### src/rtl/fetch_pkg.sv
// Shared types and defaults for the instruction fetch controller.
// Holds the FSM state encoding, PC mux selects and the reset/increment defaults.
package fetch_pkg;

    typedef enum logic [1:0] {
        ST_IDLE  = 2'd0,
        ST_FETCH = 2'd1,
        ST_VALID = 2'd2
    } fetch_state_e;

    typedef enum logic [1:0] {
        PC_HOLD     = 2'd0,
        PC_SEQ      = 2'd1,
        PC_REDIRECT = 2'd2
    } pc_sel_e;

    localparam logic [31:0] DEFAULT_RESET_PC = 32'h0000_0000;
    localparam logic [31:0] DEFAULT_PC_INC   = 32'd4;

    // Redirect targets are always word aligned once they reach the PC.
    function automatic logic [31:0] align_target(input logic [31:0] target);
        return {target[31:2], 2'b00};
    endfunction

endpackage

### src/rtl/fetch_controller_if.sv
// Bundle of the fetch controller's hazard, redirect, memory and decode-side signals.
// The controller uses the master modport; the surrounding pipeline/memory uses slave.
interface fetch_controller_if;

    logic        stall;
    logic        branch_taken;
    logic [31:0] branch_target;
    logic        jump;
    logic [31:0] jump_target;
    logic        mem_req;
    logic [31:0] mem_addr;
    logic        mem_ack;
    logic [31:0] mem_data;
    logic [31:0] instruction;
    logic [31:0] pc_plus4;
    logic        instr_valid;

    modport master (
        input  stall, branch_taken, branch_target, jump, jump_target, mem_ack, mem_data,
        output mem_req, mem_addr, instruction, pc_plus4, instr_valid
    );

    modport slave (
        output stall, branch_taken, branch_target, jump, jump_target, mem_ack, mem_data,
        input  mem_req, mem_addr, instruction, pc_plus4, instr_valid
    );

endinterface

### src/rtl/pc_register.sv
// Program counter with its next-PC mux: hold, sequential increment or aligned redirect.
// Arithmetic wraps modulo 2^32.
module pc_register
    import fetch_pkg::*;
#(
    parameter logic [31:0] RESET_PC = DEFAULT_RESET_PC,
    parameter logic [31:0] PC_INC   = DEFAULT_PC_INC
) (
    input  logic        clk,
    input  logic        rst,
    input  pc_sel_e     sel_i,
    input  logic [31:0] target_i,
    output logic [31:0] pc_o
);

    logic [31:0] pc_q;
    logic [31:0] pc_d;

    always_comb begin
        // NOTE: default assignment first so every path drives pc_d and no latch is inferred.
        pc_d = pc_q;
        case (sel_i)
            PC_SEQ:      pc_d = pc_q + PC_INC;
            PC_REDIRECT: pc_d = align_target(target_i);
            default:     pc_d = pc_q;
        endcase
    end

    // NOTE: state updates use non-blocking assignments so all registers see pre-edge values.
    always_ff @(posedge clk or posedge rst) begin
        if (rst) begin
            pc_q <= RESET_PC;
        end else begin
            pc_q <= pc_d;
        end
    end

    assign pc_o = pc_q;

endmodule

### src/rtl/fetch_controller.sv
// Instruction fetch FSM (IDLE/FETCH/VALID) with registered decode outputs and a
// pending-redirect register for redirects that arrive while a request is outstanding.
module fetch_controller
    import fetch_pkg::*;
#(
    parameter logic [31:0] RESET_PC = DEFAULT_RESET_PC,
    parameter logic [31:0] PC_INC   = DEFAULT_PC_INC
) (
    input  logic               clk,
    input  logic               rst,
    fetch_controller_if.master fc_if
);

    fetch_state_e state_q;
    logic         mem_req_q;
    logic         instr_valid_q;
    logic [31:0]  instruction_q;
    logic [31:0]  pc_plus4_q;
    logic         pend_valid_q;
    logic [31:0]  pend_target_q;

    logic [31:0]  pc;
    pc_sel_e      pc_sel;
    logic [31:0]  pc_target;

    logic         redirect_req;
    logic [31:0]  redirect_tgt;
    logic         pend_any;
    logic [31:0]  pend_tgt;

    assign redirect_req = fc_if.jump | fc_if.branch_taken;
    assign redirect_tgt = fc_if.jump ? fc_if.jump_target : fc_if.branch_target;

    // A redirect arriving in the same cycle as the ack supersedes any older pending one.
    assign pend_any = redirect_req | pend_valid_q;
    assign pend_tgt = redirect_req ? redirect_tgt : pend_target_q;

    always_comb begin
        pc_sel    = PC_HOLD;
        pc_target = redirect_tgt;
        case (state_q)
            ST_FETCH: begin
                if (fc_if.mem_ack && pend_any) begin
                    pc_sel    = PC_REDIRECT;
                    pc_target = pend_tgt;
                end
            end
            ST_VALID: begin
                if (redirect_req) begin
                    pc_sel = PC_REDIRECT;
                end else if (!fc_if.stall) begin
                    pc_sel = PC_SEQ;
                end
            end
            default: pc_sel = PC_HOLD;
        endcase
    end

    pc_register #(
        .RESET_PC (RESET_PC),
        .PC_INC   (PC_INC)
    ) u_pc_register (
        .clk      (clk),
        .rst      (rst),
        .sel_i    (pc_sel),
        .target_i (pc_target),
        .pc_o     (pc)
    );

    always_ff @(posedge clk or posedge rst) begin
        if (rst) begin
            state_q       <= ST_IDLE;
            mem_req_q     <= 1'b0;
            instr_valid_q <= 1'b0;
            instruction_q <= 32'h0;
            pc_plus4_q    <= 32'h0;
            pend_valid_q  <= 1'b0;
            pend_target_q <= 32'h0;
        end else begin
            case (state_q)
                ST_IDLE: begin
                    state_q   <= ST_FETCH;
                    mem_req_q <= 1'b1;
                    if (redirect_req) begin
                        pend_valid_q  <= 1'b1;
                        pend_target_q <= redirect_tgt;
                    end
                end
                ST_FETCH: begin
                    if (fc_if.mem_ack) begin
                        if (pend_any) begin
                            // Stale word is dropped; re-request at the redirect target.
                            pend_valid_q <= 1'b0;
                        end else begin
                            instruction_q <= fc_if.mem_data;
                            pc_plus4_q    <= pc + PC_INC;
                            instr_valid_q <= 1'b1;
                            mem_req_q     <= 1'b0;
                            state_q       <= ST_VALID;
                        end
                    end else if (redirect_req) begin
                        pend_valid_q  <= 1'b1;
                        pend_target_q <= redirect_tgt;
                    end
                end
                ST_VALID: begin
                    if (redirect_req || !fc_if.stall) begin
                        instr_valid_q <= 1'b0;
                        mem_req_q     <= 1'b1;
                        state_q       <= ST_FETCH;
                    end
                end
                default: begin
                    state_q       <= ST_IDLE;
                    mem_req_q     <= 1'b0;
                    instr_valid_q <= 1'b0;
                end
            endcase
        end
    end

    assign fc_if.mem_req     = mem_req_q;
    assign fc_if.mem_addr    = pc;
    assign fc_if.instruction = instruction_q;
    assign fc_if.pc_plus4    = pc_plus4_q;
    assign fc_if.instr_valid = instr_valid_q;

endmodule
### src/flat_wrapper.sv
// flat-port wrapper written by rule: the top's interface ports become plain ports
module fetch_controller_flat import fetch_pkg::*;
#(
    parameter logic [31:0] RESET_PC = DEFAULT_RESET_PC,
    parameter logic [31:0] PC_INC   = DEFAULT_PC_INC
)
  (clk, rst, fc_if_stall, fc_if_branch_taken, fc_if_branch_target, fc_if_jump, fc_if_jump_target, fc_if_mem_ack, fc_if_mem_data, fc_if_mem_req, fc_if_mem_addr, fc_if_instruction, fc_if_pc_plus4, fc_if_instr_valid);
  fetch_controller_if fc_if_i ();
  input  logic clk;
  input  logic rst;
  input wire logic [$bits(fc_if_i.stall)-1:0] fc_if_stall;
  input wire logic [$bits(fc_if_i.branch_taken)-1:0] fc_if_branch_taken;
  input wire logic [$bits(fc_if_i.branch_target)-1:0] fc_if_branch_target;
  input wire logic [$bits(fc_if_i.jump)-1:0] fc_if_jump;
  input wire logic [$bits(fc_if_i.jump_target)-1:0] fc_if_jump_target;
  input wire logic [$bits(fc_if_i.mem_ack)-1:0] fc_if_mem_ack;
  input wire logic [$bits(fc_if_i.mem_data)-1:0] fc_if_mem_data;
  output wire logic [$bits(fc_if_i.mem_req)-1:0] fc_if_mem_req;
  output wire logic [$bits(fc_if_i.mem_addr)-1:0] fc_if_mem_addr;
  output wire logic [$bits(fc_if_i.instruction)-1:0] fc_if_instruction;
  output wire logic [$bits(fc_if_i.pc_plus4)-1:0] fc_if_pc_plus4;
  output wire logic [$bits(fc_if_i.instr_valid)-1:0] fc_if_instr_valid;
  assign fc_if_i.stall = fc_if_stall;
  assign fc_if_i.branch_taken = fc_if_branch_taken;
  assign fc_if_i.branch_target = fc_if_branch_target;
  assign fc_if_i.jump = fc_if_jump;
  assign fc_if_i.jump_target = fc_if_jump_target;
  assign fc_if_i.mem_ack = fc_if_mem_ack;
  assign fc_if_i.mem_data = fc_if_mem_data;
  assign fc_if_mem_req = fc_if_i.mem_req;
  assign fc_if_mem_addr = fc_if_i.mem_addr;
  assign fc_if_instruction = fc_if_i.instruction;
  assign fc_if_pc_plus4 = fc_if_i.pc_plus4;
  assign fc_if_instr_valid = fc_if_i.instr_valid;
  fetch_controller #(.RESET_PC(RESET_PC), .PC_INC(PC_INC)) u_core (.clk(clk), .rst(rst), .fc_if(fc_if_i));
endmodule
### config.mk
export PLATFORM = sky130hd
export DESIGN_NAME = fetch_controller_flat
export DESIGN_NICKNAME = d
export VERILOG_FILES = /design/src/rtl/fetch_pkg.sv /design/src/rtl/fetch_controller_if.sv /design/src/rtl/pc_register.sv /design/src/rtl/fetch_controller.sv /design/src/flat_wrapper.sv
export SDC_FILE = /design/constraint.sdc
export NUM_CORES = 1
export LEC_CHECK = 0
export BUFFER_PORTS_ARGS = -buffer_cell sky130_fd_sc_hd__buf_2
export CAP_MARGIN = 20
export CORE_UTILIZATION = 56
export CTS_CLUSTER_DIAMETER = 100
export DETAILED_ROUTE_END_ITERATION = 8
export PLACE_DENSITY_LB_ADDON = 0.3
export SYNTH_ARGS = -nofsm -noshare
export SYNTH_HDL_FRONTEND = slang
export SYNTH_SLANG_ARGS = --single-unit
### constraint.sdc
create_clock -name clk -period 6.65 [get_ports clk]
set_input_delay 1.33 -clock clk [delete_from_list [all_inputs] [get_ports clk]]
set_output_delay 1.33 -clock clk [all_outputs]
set_load 0.1 [all_outputs]
Yosys cells after proc, flatten, opt, wreduce, memory -nomap -nowiden
Cells that the tools add are included.
W data, S select, Z words.
{ "word_totals": {"output_inout_bits": 98, "wordCells": 60, "ff_bits": 133} }
{ "classes": {"muxes": 27, "n_bitwise": 4, "reduce_logical": 11, "addsub": 1, "eq_ne": 9} }
{ "ops": {"columns": ["cell", "n"], "rows": [
  ["$mux W32", 5],
  ["$pmux W32 S2", 2],
  ["$add A32 B3 Y32 const B", 1],
  ["$mux W1", 10],
  ["$mux W2", 5],
  ["$ne A2 B2 Y1 const B", 3],
  ["$pmux W1 S3", 2],
  ["$pmux W2 S3", 1],
  ["$reduce_and A3 Y1", 2],
  ["$eq A2 B1 Y1 const B", 2],
  ["$eq A2 B2 Y1 const B", 2],
  ["$pmux W2 S2", 1],
  ["$reduce_and A2 Y1", 2],
  ["$reduce_and A4 Y1", 1],
  ["$reduce_bool A2 Y1", 2],
  ["$ne A3 B2 Y1 const B", 1],
  ["$logic_not A2 Y1", 1],
  ["$ne A2 B1 Y1 const B", 1],
  ["$not A1 Y1", 2],
  ["$or A1 B1 Y1", 2],
  ["$pmux W1 S2", 1],
  ["$logic_and A1 B1 Y1", 1],
  ["$logic_not A1 Y1", 1],
  ["$logic_or A1 B1 Y1", 1]
]} }

Longest topological paths before layout
Gate-level depths: netlist of run 1.
{ "logic_depth": {"ltp_word": 7, "ltp_mapped": 13, "mapped_depth_nobuf": 10} }

By module
A second synthesis of run 1 with hierarchy kept.
{ "hier_totals": {"hier_cells": 835, "hier_area_um2": 7101.8} }
{ "by_module_without_submodules": {"columns": ["mod", "cells_per_inst", "area_per_inst_um2", "n_inst"], "rows": [
  ["fetch_controller", 587, 5048.6, 1],
  ["pc_register", 248, 2053.2, 1]
]} }

Worst setup path before layout of run 1
Ideal clock, no wire load.
{ "synth_timing": {"path_type": "input -> register", "startpoint": "input port fc_if_jump", "endpoint": "register u_core.u_pc_register.pc_q[2], in the netlist u_core.u_pc_register.pc_o[2]", "n_path_buf": 6, "setup_time_ps": 78, "arrival_ps": 3528, "stages": 12, "t_required_ps": 6572, "slack_ps": 3043, "path_cell_list": "buf_2 buf_4 buf_2 o21ai_0 o21ai_0 and2_1 ha_1 clkbuf_1 clkbuf_1 clkbuf_1 nor2_1 a21oi_1"} }
{ "synth_via": {"elab_chain_len": 7} }
{ "synth_lines": {"columns": ["element", "line", "text"], "rows": [
  ["start, declared", "flat_wrapper.sv:14", "input wire logic [$bits(fc_if_i.jump)-1:0] fc_if_jump;"],
  ["$or A1 B1 Y1", "fetch_controller.sv:31", "assign redirect_req = fc_if.jump | fc_if.branch_taken;"],
  ["$or A1 B1 Y1", "fetch_controller.sv:35", "assign pend_any = redirect_req | pend_valid_q;"],
  ["$logic_and A1 B1 Y1", "fetch_controller.sv:43", "if (fc_if.mem_ack && pend_any) begin"],
  ["$mux W2", "fetch_controller.sv:43", null],
  ["$pmux W2 S2", "fetch_controller.sv:41", "case (state_q)"],
  ["$eq A2 B2 Y1 or $eq A2 B1 Y1 (tied branches)", "pc_register.sv:22", "case (sel_i)"],
  ["$pmux W32 S2 or $reduce_bool A2 Y1 (tied branches)", null, null],
  ["end signal, assigned", "pc_register.sv:34", "pc_q <= pc_d;"],
  ["end, declared", "pc_register.sv:16", "logic [31:0] pc_q;"]
]} }
Parallel ways exist; a longest one is shown, timed or not.
A chain may end at the register's enable or synchronous reset.

Final worst setup path of run 1
{ "layout_timing": {"startpoint": "input port fc_if_jump", "endpoint": "register u_core.u_pc_register.pc_q[12], in the netlist u_core.u_pc_register.pc_o[12]"} }
Same word-level chain as after synthesis.

==> impl_metrics.toml, run 1 <==
[run_status]
outcome = "completed"

[routing]
wl_per_cell_um = 15.7
finalWirelength_um = 16300
drc = 0
antenna_left = 0
drt-initial-drc-count = 415
vias = 5766
first_pass_iters = 5
via_per_inst = 5.53

[clocking]
cts_max_path_buffers = 2
hold_buffers = 0
numClockSinks = 126
htreeDepth = 4
clock-root-buffer = "clkbuf_16"
cts_buffers = 17
cts_setup_buffers = 0
cts_resized = 0
clkTransAtPathRegs_ns = 0.05
worstSkewPairLatency_ns = 0.41
cts_tree = "yes"

[floorplanning]
die_area_mm2 = 0.0121
ios = 200
initial_core_util_pct = 57.5
std_cell_rows = 39
die_x_um = 110
die_y_um = 110
coreArea_mm2 = 0.0114

[global_routing]
antenna_found_initial = 0
grtUsageTotal_pct = 28.0
grt_remaining_overflow = 0
grt_max_degree = 92
grt_first_pass_wirelength_um = 25900
grt_pass1_vias = 5270

[setup_path]
cp.required_ns = 6.94
endpoint_kind = "register"
r2r_end = "u_core.u_pc_register.pc_o[12]"
critPathKind = "in -> reg"
worst_ep_arrival_time_ns = 4.46
ff2ff_setup_slack_ns = 3.50
r2r_cells = 9
path_max_fanout = 36
r2r_start = "u_core.state_q[0]"
worstSetupStartpointType = "input port"

[synth]
synth_top_area_share_pct = 48.3
syn-cell-area_mm2 = 0.00653
synth_warnings = 0
ys_seq_area_share_pct = 48.3
ys.flop_type = "dfrtp_1"
synthCells = 722
yosysUniqueCellTypes = 60
synth-async-reset-ratio_pct = 100
yosysTopAreaCell = "dfrtp_1"
ys_ff_latch = 126
avgSynthCellArea_um2 = 9.05
synth_edf_count = 0
ys_top_cells_by_area = "dfrtp_1, nand2_1, mux2i_1"

[placement]
place.gp.congestion = 0.851
dpl.hpwl_um = 11400
postPlaceCellArea_mm2 = 0.00751
numPortBuffers = 191

[finish]
fin_nets = 997
fillCellCount = 869
fin_area_mm2 = 0.00806
area_delta_synth_final_pct = 23.4
num_antenna_cells = 0
drive_gt1_share_pct = 28.4
final_util_pct = 70.9

[timing]
layout_min_cycle_time_ns = 4.17
slew_viol_final = 0
period_share_pct = 62.8
timing.setup.tns_ns = 0
fmax_mhz = 240
setup_violations = 0
hold_viol = 0
grt_setup_unrepaired = "no"
finClkSkew_ns = 0.00459
worstMarginPinSlew_ns = 0.848
whs_ns = 0.469
slew_headroom_pct = 43.5

[job]
timing.max_cap.violations = 0

[hold_path]
hold_path_end = "u_core.fc_if.instruction[1]"
worstHoldStart = "u_core.fc_if.instruction[1]"
hp-class = "reg -> reg"
holdPathStages = 2
## registers in the layout, indices dropped and copies added (netlist names)
signal and flops:
u_core.fc_if.instruction 32, u_core.fc_if.pc_plus4 30, u_core.pend_target_q 30, u_core.u_pc_register.pc_o 30, u_core.state_q 2, u_core.fc_if.instr_valid 1
u_core.pend_valid_q 1
## how the worst max path moves through the flow
stage                     startpoint                            end  slack, ns  depth (start not counted)
after floorplan                  rst       u_core.fc_if.instr_valid       1.96                          1
after global placement    fc_if_jump  u_core.u_pc_register.pc_o[12]       2.24                          9
after detailed placement  fc_if_jump  u_core.u_pc_register.pc_o[12]       2.12                          9
after CTS                 fc_if_jump  u_core.u_pc_register.pc_o[12]       2.51                          9
after global routing      fc_if_jump  u_core.u_pc_register.pc_o[12]       2.21                          9
final                     fc_if_jump  u_core.u_pc_register.pc_o[12]       2.48                          9
## cells in the final DEF (no fill, tap or decap), types with 6 or more instances in the layout
cell type	n
clkbuf_16	17
nor2_1	42
nand3_1	31
nor3_1	8
mux2_2	6
and3_1	7
mux2i_1	33
xnor2_1	12
o211ai_1	14
nand4_1	13
nor4_1	6
or4_1	7
xor2_1	12
buf_4	8
a21oi_1	40
dfrtp_1	126
nand2_1	175
o21ai_0	41
buf_2	191
## kinds of logic after synthesis
family / after synthesis / share of synthesized area (%)
AO/OA/AOI/OAI: 134 / 12.6
XOR/XNOR: 24 / 3.22
adder cells (fa/ha/maj): 5 / 0.957
buffers and inverters: 60 / 4.19
flip-flops: 126 / 48.3
multiplexers: 39 / 6.09
other: 1 / 0.0574
AND/OR/NAND/NOR: 333 / 24.6
## worst max-delay path, stage by stage
cell and delay (ns):
buf_2 0.36, nor3_1 0.55, o21ai_0 0.12, and2_1 0.19, ha_1 0.74, buf_4 0.44
nand2b_1 0.30, a211oi_1 0.11, a221o_1 0.31
## per-layer routing
| layer | wire length [um] | GRT usage [%] | part of all wire (%) | vias up |
|---|---|---|---|---|
| met1 | 7340 | 38.5 | 45 | 2663 |
| li1 | - | - | - | 2838 |
| met5 | 0 | 0 | 0 | - |
| met3 | 1220 | 6.35 | 7.5 | 27 |
| met2 | 7520 | 43.9 | 46 | 238 |
| met4 | 258 | 9.14 | 1.6 | 0 |
## cells in the mapped netlist, types with 4 or more instances
| cell | number |
|---|---|
| o21ai_1 | 5 |
| nor2_1 | 43 |
| and4_1 | 5 |
| a221o_1 | 4 |
| mux2_2 | 6 |
| ha_1 | 5 |
| buf_4 | 7 |
| buf_2 | 18 |
| and3_1 | 7 |
| xnor2_1 | 12 |
| or3_1 | 5 |
| nand4_1 | 13 |
| dfrtp_1 | 126 |
| o21ai_0 | 41 |
| or4_1 | 7 |
| inv_1 | 5 |
| a21oi_1 | 40 |
| mux2i_1 | 33 |
| o211ai_1 | 14 |
| nor2b_1 | 6 |
| xor2_1 | 12 |
| nor3_1 | 8 |
| nand2_1 | 175 |
| nor4_1 | 6 |
| clkbuf_1 | 29 |
| nand3_1 | 32 |
## final cells by class
| class | count | area, um2 | area share, % |
|---|---|---|---|
| well taps | 143 | 179 | 2.22 |
| repair buffers | 200 | 1040 | 12.9 |
| multi-input cells | 539 | 3130 | 38.9 |
| clock inverters | 8 | 70.1 | 0.869 |
| clock buffers | 20 | 457 | 5.67 |
| inverters | 6 | 25.0 | 0.310 |
| flip-flops and latches | 126 | 3150 | 39.1 |
## through the flow
step           worst slack [ns]  std cells
2_1_floorplan              1.96        725
3_3_place_gp               2.24       1013
3_5_place_dp               2.12       1013
4_1_cts                    2.51       1041
5_1_grt                    2.21       1042
6_report                   2.48       1042
Power of run 1 is left out: the tool's default activity adds up to more than one toggle a clock period on the data nets, which glitch-free logic cannot reach.
==> run 2, diff against run 1 <==
--- a/config.mk
+++ b/config.mk
@@ -7,7 +7,7 @@
 export LEC_CHECK = 0
 export BUFFER_PORTS_ARGS = -buffer_cell sky130_fd_sc_hd__buf_2
 export CAP_MARGIN = 20
-export CORE_UTILIZATION = 56
+export CORE_UTILIZATION = 52
 export CTS_CLUSTER_DIAMETER = 100
 export DETAILED_ROUTE_END_ITERATION = 8
 export PLACE_DENSITY_LB_ADDON = 0.3
==> constraint.sdc (replaced) <==
create_clock -name clk -period 3.95 [get_ports clk]
set_input_delay 0.79 -clock clk [delete_from_list [all_inputs] [get_ports clk]]
set_output_delay 0.79 -clock clk [all_outputs]
set_load 0.1 [all_outputs]
==> impl_metrics.toml, run 2 (synthesis results as in run 1) <==
[job]
timing.max_cap.violations = 0

[setup_path]
worst_ep_arrival_time_ns = 3.05
path_max_fanout = 18
r2r_end = "u_core.u_pc_register.pc_o[12]"
r2r_start = "u_core.state_q[1]"
cp.required_ns = 4.30
worstSetupStartpointType = "input port"
critPathKind = "in -> reg"
endpoint_kind = "register"
r2r_cells = 10
ff2ff_setup_slack_ns = 1.32

[timing]
layout_min_cycle_time_ns = 2.71
hold_viol = 0
slew_viol_final = 0
fmax_mhz = 369
worstMarginPinSlew_ns = 0.816
timing.setup.tns_ns = 0
finClkSkew_ns = 0.00491
period_share_pct = 68.5
slew_headroom_pct = 45.6
grt_setup_unrepaired = "no"
setup_violations = 0

[clocking]
cts_buffers = 17
clock-root-buffer = "clkbuf_16"
numClockSinks = 126
clkTransAtPathRegs_ns = 0.06
htreeDepth = 4
cts_max_path_buffers = 2
cts_setup_buffers = 0
hold_buffers = 0
worstSkewPairLatency_ns = 0.41
cts_resized = 0
cts_tree = "yes"

[routing]
vias = 5757
via_per_inst = 5.37
wl_met1_um = 7340
drt-initial-drc-count = 467
routed-wl-met2_um = 7440
top_layer = "met4"
finalWirelength_um = 15900
dr_wl_met3_um = 1020
drc = 0
antenna_left = 0
first_pass_iters = 5
wl_per_cell_um = 14.8

[finish]
largest_reg_flops = 32
layout_common_cells = "buf_2, nand2_1, dfrtp_1, nor2_1, o21ai_0"
num_antenna_cells = 0
mostFrequentLayoutCell = "buf_2"
fin_cells = 1073
fin_nets = 999
area_delta_synth_final_pct = 25.7
fillCellCount = 1016
drive_gt1_share_pct = 29.0

[global_routing]
grtUsageTotal_pct = 25.8
antenna_found_initial = 0
grt_pass1_vias = 5257
grt_remaining_overflow = 0
grt_first_pass_wirelength_um = 26100
grt_max_degree = 105

[run_status]
outcome = "completed"

[floorplanning]
ios = 200
die_area_mm2 = 0.0130
std_cell_rows = 40
coreArea_mm2 = 0.0121
initial_core_util_pct = 53.9
die_y_um = 114
die_x_um = 114

[placement]
placedCellCount = 1041
dpl.hpwl_um = 11400
place.gp.congestion = 0.873
numPortBuffers = 191

[hold_path]
hp-class = "in -> async"
-- run 2: worst max-delay path by stage --
| stage | start | to | slack [ns] | cells past startpoint |
|---|---|---|---|---|
| floorplan | fc_if_jump | u_core.u_pc_register.pc_o[2] | 0.88 | 12 |
| global route | fc_if_branch_taken | u_core.u_pc_register.pc_o[19] | 1.09 | 9 |
| detailed placement | fc_if_branch_taken | u_core.u_pc_register.pc_o[13] | 0.85 | 8 |
| CTS | fc_if_branch_taken | u_core.u_pc_register.pc_o[14] | 1.29 | 8 |
| global placement | fc_if_branch_taken | u_core.u_pc_register.pc_o[14] | 0.93 | 8 |
| finish | fc_if_branch_taken | u_core.u_pc_register.pc_o[14] | 1.24 | 8 |
-- run 2: per-stage QoR --
stage                     setup WS (ns)  utilization (%)  area (um2)  hold slack (ns)
after global placement            0.930             62.5        7570            0.453
after detailed placement          0.853             62.5        7570            0.458
after global routing               1.09             67.8        8210            0.431
after floorplan                   0.883                -        6550            0.469
after CTS                          1.29             67.8        8210            0.404
final                              1.24             67.8        8210            0.398
-- run 2: area by class of cell --
type                            count  area (um2)  area share (%)
Inverter                            6        26.3           0.320
Multi-Input combinational cell    539        3130            38.1
Clock buffer                       19         453            5.51
Timing Repair Buffer              202        1050            12.8
Sequential cell                   126        3150            38.4
Clock inverter                     13         186            2.27
Tap cell                          168         210            2.56
-- run 2: per-layer routing --
| layer | GRT usage [%] | up-vias |
|---|---|---|
| met5 | 0 | - |
| met4 | 6.15 | 0 |
| met3 | 5.98 | 11 |
| met2 | 40.8 | 199 |
| met1 | 36.1 | 2682 |
| li1 | - | 2865 |
-- run 2: worst max-delay path: stages --
cell and delay (ns):
buf_2 0.12, nor3_1 0.46, o21ai_0 0.13, and2_1 0.17, ha_1 0.47, buf_4 0.29, or4_1 0.52, nand3_1 0.09
Power of run 2 is left out for the same reason.
==> run 3, diff against run 2 <==
--- a/config.mk
+++ b/config.mk
@@ -7,7 +7,7 @@
 export LEC_CHECK = 0
 export BUFFER_PORTS_ARGS = -buffer_cell sky130_fd_sc_hd__buf_2
 export CAP_MARGIN = 20
-export CORE_UTILIZATION = 52
+export CORE_UTILIZATION = 47
 export CTS_CLUSTER_DIAMETER = 100
 export DETAILED_ROUTE_END_ITERATION = 8
 export PLACE_DENSITY_LB_ADDON = 0.3
==> constraint.sdc (replaced) <==
create_clock -name clk -period 2.3 [get_ports clk]
set_input_delay 0.46 -clock clk [delete_from_list [all_inputs] [get_ports clk]]
set_output_delay 0.46 -clock clk [all_outputs]
set_load 0.1 [all_outputs]
==> impl_metrics.toml, run 3 (synthesis results as in run 1) <==
[placement]
post-place-ws_ns = 0.0629
place.gp.congestion = 0.866
dpl.hpwl_um = 12300
postPlaceCellArea_mm2 = 0.00789
numPortBuffers = 191

[setup_path]
endpoint_kind = "register"
r2r_start = "u_core.state_q[1]"
cp_slowest_stage_delay_ns = 0.54
critPathKind = "reg -> reg"
ff2ff_setup_slack_ns = 0.08
r2r_end = "u_core.u_pc_register.pc_o[14]"
cp.required_ns = 2.64
worstSetupStartpointType = "register"
cp_top_family = "simple AND/OR/NAND/NOR gates"
cp_num_buf_inv = 2
cp_common_cell = "ha_4"
crit_chain = "inv_2, ha_4, nand2_2, o21ai_1, and2_4, ha_4, buf_12, or4_1, nand3_1"
cp_slowest_cell = "or4_1"
r2r_cells = 9
path_max_fanout = 20
worst_ep_arrival_time_ns = 2.56

[timing]
setup_violations = 0
hold_viol = 0
setup_ws_ns = 0.0808
timing.setup.tns_ns = 0
grt_setup_unrepaired = "no"
worstMarginPinSlew_ns = 0.522
slew_headroom_pct = 65.4
layout_min_cycle_time_ns = 2.22
finClkSkew_ns = 0.0112
slew_viol_final = 0
period_share_pct = 96.5
fmax_mhz = 451

[finish]
drive_gt1_share_pct = 33.0
largest_reg_flops = 32
area_delta_synth_final_pct = 29.9
layout_common_cells = "buf_2, nand2_1, dfrtp_1, nor2_1, a21oi_1"
num_antenna_cells = 0
final_util_pct = 63.3
mostFrequentLayoutCell = "buf_2"
fin_nets = 1015
fin_area_mm2 = 0.00849

[clocking]
worstSkewPairLatency_ns = 0.41
clock-root-buffer = "clkbuf_16"
cts_tree = "yes"
cts_buffers = 17
clkTransAtPathRegs_ns = 0.06
htreeDepth = 4
hold_buffers = 0
cts_resized = 0
cts_setup_buffers = 0
cts_max_path_buffers = 2
numClockSinks = 126

[routing]
wl_per_cell_um = 14.8
finalWirelength_um = 16300
vias = 5797
first_pass_iters = 5
drt-initial-drc-count = 467
via_per_inst = 5.28
antenna_left = 0
drc = 0

[global_routing]
grt_max_degree = 51
grt_pass1_vias = 5336
grt_first_pass_wirelength_um = 27000
antenna_found_initial = 0
grtUsageTotal_pct = 23.9
grt_remaining_overflow = 0

[floorplanning]
ios = 200
die_y_um = 120
std_cell_rows = 42
die_area_mm2 = 0.0144
die_x_um = 120
coreArea_mm2 = 0.0134
initial_core_util_pct = 48.8

[job]
timing.max_cap.violations = 0

[hold_path]
hp-class = "in -> async"

[run_status]
outcome = "completed"
-- run 3: through the flow --
step                      std cells  hold slack [ns]
final                          1097           0.0450
after floorplan                 725            0.480
after CTS                      1097           0.0446
after global routing           1097           0.0578
after detailed placement       1065            0.457
after global placement         1065            0.454
-- run 3: final cells by class --
class                           instances  area [um2]
Multi-Input combinational cell        539        3210
Inverter                                6        33.8
Timing Repair Buffer                  218        1260
Clock inverter                         13         139
Fill cell                            1165        4910
Tap cell                              176         220
Clock buffer                           19         453
Sequential cell                       126        3170
-- run 3: worst register-to-register path, cell delays in order (launching register included) --
cell and delay (ns):
dfrtp_1 0.43, inv_2 0.12, ha_4 0.14, nand2_2 0.07, o21ai_1 0.15, and2_4 0.17, ha_4 0.26, buf_12 0.18
or4_1 0.54, nand3_1 0.09
-- run 3: metal layers --
layer / global-route usage [%] / routed length [um] / up-vias / part of all wire, %
met2: 35.9 / 7210 / 227 / 44
met1: 34.2 / 7790 / 2657 / 48
met4: 8.20 / 346 / 0 / 2.1
met5: 0 / 0 / - / 0
li1: - / - / 2889 / -
met3: 4.85 / 941 / 24 / 5.8
-- run 3: worst max path at each step --
stage / from / endpoint / slack [ns] / cells after the start
2_1_floorplan: u_core.state_q[0] / u_core.u_pc_register.pc_o[12] / -0.01 / 10
4_1_cts: u_core.state_q[1] / u_core.u_pc_register.pc_o[14] / 0.02 / 9
3_3_place_gp: fc_if_jump / u_core.u_pc_register.pc_o[14] / 0.09 / 8
5_1_grt: u_core.state_q[1] / u_core.u_pc_register.pc_o[23] / 0.002 / 10
3_5_place_dp: fc_if_branch_taken / u_core.u_pc_register.pc_o[26] / 0.06 / 8
6_report: u_core.state_q[1] / u_core.u_pc_register.pc_o[14] / 0.08 / 9
Power of run 3 is left out for the same reason.
